### config.mk
export PLATFORM = sky130hd
export DESIGN_NAME = serial_addsub
export DESIGN_NICKNAME = d
export VERILOG_FILES = /design/src/rtl/serial_addsub.sv
export SDC_FILE = /design/constraint.sdc
export NUM_CORES = 1
export LEC_CHECK = 0
export ABC_AREA = 1
export CAP_MARGIN = 0
export CORE_MARGIN = 10
export CORE_UTILIZATION = 67
export CTS_CLUSTER_DIAMETER = 200
export DETAILED_ROUTE_END_ITERATION = 6
export DONT_BUFFER_PORTS = 1
export PLACE_DENSITY = 0.8
export SKIP_LAST_GASP = 1
export SLEW_MARGIN = 10
export SYNTH_ARGS = -nofsm -noshare
export SYNTH_HDL_FRONTEND = slang
export SYNTH_SLANG_ARGS = --single-unit
### constraint.sdc
create_clock -name Clk -period 2.5 [get_ports Clk]
set_input_delay 0.125 -clock Clk [delete_from_list [all_inputs] [get_ports Clk]]
set_output_delay 0.125 -clock Clk [all_outputs]
set_load 0.005 [all_outputs]
### src/rtl/serial_addsub.sv
// serial_addsub: bit-serial two's-complement adder/subtractor.
// One full-adder cell plus a carry flop, iterated LSB-first over WIDTH cycles
// behind a Start/Done handshake.
//
// Optional feature macro: SERIAL_ADDSUB_SUB_EN
//   defined   -> Sub selects A-B (1) or A+B (0)
//   undefined -> Sub is ignored; the block is an adder only
//
// Ports:
//   Clk      in   1      system clock, rising edge
//   Reset_n  in   1      asynchronous active-low reset
//   Start    in   1      request operation (sampled in IDLE or DONE)
//   Sub      in   1      1 = A-B, 0 = A+B (sampled with Start)
//   A, B     in   WIDTH  operands (sampled with Start)
//   Busy     out  1      high while shifting
//   Done     out  1      one-cycle result-valid pulse
//   S        out  WIDTH  result, held until the next accepted Start
//   Cout     out  1      carry out of MSB (subtract: 1 = no borrow)
//   Ovf      out  1      signed overflow
module serial_addsub #(
    parameter int unsigned WIDTH = 16
) (
    input  logic             Clk,
    input  logic             Reset_n,
    input  logic             Start,
    input  logic             Sub,
    input  logic [WIDTH-1:0] A,
    input  logic [WIDTH-1:0] B,
    output logic             Busy,
    output logic             Done,
    output logic [WIDTH-1:0] S,
    output logic             Cout,
    output logic             Ovf
);

    localparam int unsigned CNT_W = (WIDTH > 1) ? $clog2(WIDTH) : 1;

    typedef enum logic [1:0] {
        ST_IDLE  = 2'd0,
        ST_SHIFT = 2'd1,
        ST_DONE  = 2'd2
    } state_e;

    state_e             state_q, state_d;
    logic [WIDTH-1:0]   ra_q, ra_d;
    logic [WIDTH-1:0]   rb_q, rb_d;
    logic [WIDTH-1:0]   racc_q, racc_d;
    logic               c_q, c_d;
    logic [CNT_W-1:0]   cnt_q, cnt_d;
    logic [WIDTH-1:0]   s_q, s_d;
    logic               cout_q, cout_d;
    logic               ovf_q, ovf_d;
    logic               busy_q, busy_d;
    logic               done_q, done_d;

    logic               sub_eff;
    logic               s_bit;
    logic               c_nxt;

`ifdef SERIAL_ADDSUB_SUB_EN
    assign sub_eff = Sub;
`else
    // Sub port kept for a uniform interface; it has no effect in this build.
    logic unused_sub;
    assign unused_sub = Sub;
    assign sub_eff    = 1'b0;
`endif

    // State and datapath registers
    always_ff @(posedge Clk or negedge Reset_n) begin
        if (!Reset_n) begin
            state_q <= ST_IDLE;
            ra_q    <= '0;
            rb_q    <= '0;
            racc_q  <= '0;
            c_q     <= 1'b0;
            cnt_q   <= '0;
            s_q     <= '0;
            cout_q  <= 1'b0;
            ovf_q   <= 1'b0;
            busy_q  <= 1'b0;
            done_q  <= 1'b0;
        end else begin
            state_q <= state_d;
            ra_q    <= ra_d;
            rb_q    <= rb_d;
            racc_q  <= racc_d;
            c_q     <= c_d;
            cnt_q   <= cnt_d;
            s_q     <= s_d;
            cout_q  <= cout_d;
            ovf_q   <= ovf_d;
            busy_q  <= busy_d;
            done_q  <= done_d;
        end
    end

    // Next-state, full-adder cell and output capture
    always_comb begin
        state_d = state_q;
        ra_d    = ra_q;
        rb_d    = rb_q;
        racc_d  = racc_q;
        c_d     = c_q;
        cnt_d   = cnt_q;
        s_d     = s_q;
        cout_d  = cout_q;
        ovf_d   = ovf_q;

        s_bit = ra_q[0] ^ rb_q[0] ^ c_q;
        c_nxt = (ra_q[0] & rb_q[0]) | (ra_q[0] & c_q) | (rb_q[0] & c_q);

        unique case (state_q)
            ST_IDLE, ST_DONE: begin
                if (Start) begin
                    // Subtract as A + ~B + 1: invert B and seed the carry.
                    ra_d    = A;
                    rb_d    = sub_eff ? ~B : B;
                    c_d     = sub_eff;
                    cnt_d   = '0;
                    state_d = ST_SHIFT;
                end else begin
                    state_d = ST_IDLE;
                end
            end
            ST_SHIFT: begin
                c_d    = c_nxt;
                racc_d = {s_bit, racc_q[WIDTH-1:1]};
                ra_d   = ra_q >> 1;
                rb_d   = rb_q >> 1;
                cnt_d  = cnt_q + CNT_W'(1);
                if (cnt_q == CNT_W'(WIDTH - 1)) begin
                    // MSB cell: c_q is the carry into the MSB.
                    s_d     = {s_bit, racc_q[WIDTH-1:1]};
                    cout_d  = c_nxt;
                    ovf_d   = c_q ^ c_nxt;
                    state_d = ST_DONE;
                end
            end
            default: state_d = ST_IDLE;
        endcase

        busy_d = (state_d == ST_SHIFT);
        done_d = (state_d == ST_DONE);
    end

    assign Busy = busy_q;
    assign Done = done_q;
    assign S    = s_q;
    assign Cout = cout_q;
    assign Ovf  = ovf_q;

endmodule

==> impl_results.md <==
- Outcome: finished, final reports clean
- Post-CTS sizing: 0
- WL final: approximately 6500 um
- VDD IR max: 0.000616 V
- Max clock buf depth: 2
- Register area share after synthesis: between 50% and 60%
- Iter 0 DRT Violations: between 100 and 150
- TritonCTS clock tree: yes
- Syn Inst Count: just over 400
- Layout cells sized above 1: 6.28%
- Final slew viol count: 0
- Commonest non-fill, non-tap cell in the layout: nand2_1
- Number of global-route vias before repair: roughly 2,600
- Ports: 56
- DP Wirelength: between 3000 and 4000 um
- Final hold violation count: 0
- Most frequent cells in the layout: 236 x nand2_1, 74 x dfrtp_1, 45 x inv_1
- Die ar.: between 0.008 and 0.009 mm2
- Post-route ant nets: 0
- H-Tree Depth: 3
- CTS Sinks: 74
- # DRC: 0
- Fillers: roughly 320
- First-pass DRT Iterations: 4
- Syn_area_per_cell: roughly 8 um2
- RSZ-0062 raised after global routing: false
- Yosys reg bits: 74
- Largest net degree at the start of global routing: 75
- Max Cap Violations: 0
- Final setup viols: 0
- Clock root buffer: clkbuf_8
- Fin crit share: between 60 and 70%
- Die W: 89.6 um
- GRT Util Overall: between 15 and 20%
- Vias: roughly 2,500
- Final Non-Filler Cells: 500
- Post-Syn Nets: around 450
- WS Path Type: flip-flop to flip-flop
- Synthesized cell area: between 0.003 and 0.004 mm2
- Critical Path End Type: flip-flop
- Area Overhead vs Synth: 16.2%
- CP Data Required Time: 2.74 ns
- Grt total ovfl: 0
- Placement row count: 25
- First-pass GRT wire length: approximately 11,000 um
- Final GP Congestion: between 0.7 and 0.8
- Fin crit period: 1.59 ns
- Inserted Diodes: 0
- Static Leak: 2.09 nW
- Initial Utilization: ~70%
- PD cells: 1140 mW/mm2
- Die height: around 90 um
- NumNets Final: about 480
- Port-buffer cells: 0
- Worst min-delay path class: input pin to flip-flop
- Placed cells: 451
- Fmax: roughly 630 MHz
- Vias per cell: 5.07
- CP startpoint kind: flip-flop
- Core area: ~0.0047 mm2
- Routed length per instance: about 13 um
- Number of library cell types mapped by synthesis: 22
- Worst-path fanout max: 18
- Skew final: 0.00810 ns
- Setup_tns: 0 ns
- Initial antenna violation count: 0
- Warnings from Yosys: 0
- Num CTS Buffers: 9
- Rel. slew slack: 76.6%
- Worst EP arrival: roughly 1.8 ns
- Skew-Pair Late Insertion Delay: 0.34 ns
- Total power: about 4.3 mW
- Slew @ Worst Pin: 0.352 ns
- Clock slew at reported path FFs: ~0.07 ns
[layout make-up]
type,count,area [um2],area share (%)
Sequential cell,74,1850,49.2
Multi-Input combinational cell,271,1100,29.3
Timing Repair Buffer,37,378,10.0
Inverter,48,183,4.85
Clock buffer,14,173,4.58
Tap cell,54,67.6,1.79
Clock inverter,2,10.0,0.266
[per-stage QoR]
stage          util [%]  hold WS, ns  cell area (um2)  worst slack (ns)
6_report           80.3       0.0308             3770             0.908
5_1_grt            80.3       0.0576             3770             0.725
4_1_cts            80.3      0.00609             3770             0.910
3_5_place_dp       69.0       -0.168             3240             0.924
3_3_place_gp       69.0       -0.168             3240             0.965
2_1_floorplan         -       -0.171             3240              1.25
[worst paths after layout]
path	endpoint	slack [ns]	startpoint	cells after the start
max	S[12]	0.91	cnt_q[0]	7
min	ra_q[11]	0.03	A[11]	4
max reg2reg	S[12]	0.91	cnt_q[0]	7
min reg2reg	S[3]	0.48	racc_q[4]	2
max in group asynchronous	ra_q[14]	1.86	Reset_n	2
min in group asynchronous	racc_q[6]	0.36	Reset_n	2
[flip-flops by register name, indices dropped and copies added (netlist names)]
register  count
S            16
ra_q         16
rb_q         16
racc_q       15
cnt_q         4
state_q       2
Busy          1
Cout          1
Done          1
Ovf           1
c_q           1
[per-layer routing]
layer	global-route usage, %	share of wire (%)	vias up
met1	18.2	41	1208
met5	0	0	-
li1	-	-	1258
met2	31.9	52	57
met3	5.38	5.2	12
met4	8.96	1.9	0
[synthesized netlist by cell type]
cell        n  area (um2)
xnor2_1     1        8.76
nor2_1      5        18.8
nand2_4     1        11.3
dfrtp_1    74        1850
buf_6       2        22.5
nand2_1   236         886
nand3_2     1        10.0
nand3_1     3        15.0
nor2_2      3        18.8
inv_2       2        7.51
ha_1        1        12.5
fa_1        1        20.0
o21ai_0    15        75.1
or2_2       1        6.26
inv_4       1        6.26
a21oi_1     1        5.00
o22ai_1     1        6.26
buf_4       7        52.6
nand4_1     1        6.26
inv_1      45         169
buf_2       5        25.0
clkbuf_1    2        7.51
[worst max-delay path: stages, from the launching register on]
cell	delay (ns)
dfrtp_1	0.43
ha_1	0.22
nand3_2	0.12
nor2_2	0.16
buf_4	0.24
inv_2	0.16
nand2_1	0.10
nand2_1	0.05
[logic make-up (layout without fill, tap and decap cells)]
logic type | Yosys count | in the layout | synth area share, %
DFF | 74 | 74 | 57.1
adders and majority gates | 2 | 2 | 1.00
xor gates and xnor gates | 1 | 1 | 0.270
buffers and inverters | 64 | 101 | 8.95
AOI/OAI and AO/OA | 17 | 17 | 2.66
and+or+nand+nor | 251 | 251 | 30.0
[power by group]
| part | internal (mW) | leakage [nW] | switching (mW) |
|---|---|---|---|
| logic | 0.505 | 1.06 | 0.882 |
| clock network | 0.440 | 0.0965 | 0.417 |
| registers | 1.71 | 0.939 | 0.335 |
| total | 2.66 | 2.09 | 1.63 |
[what timing repair did]
| item | 4_1_cts | 5_1_grt |
|---|---|---|
| hold buffers | 33 | 0 |
| setup endpoints to repair | 0 | 0 |
| endpoints found under the hold margin | 105 | 0 |
| buffers inserted | 0 | 0 |
(Power assumes the default switching activity.)
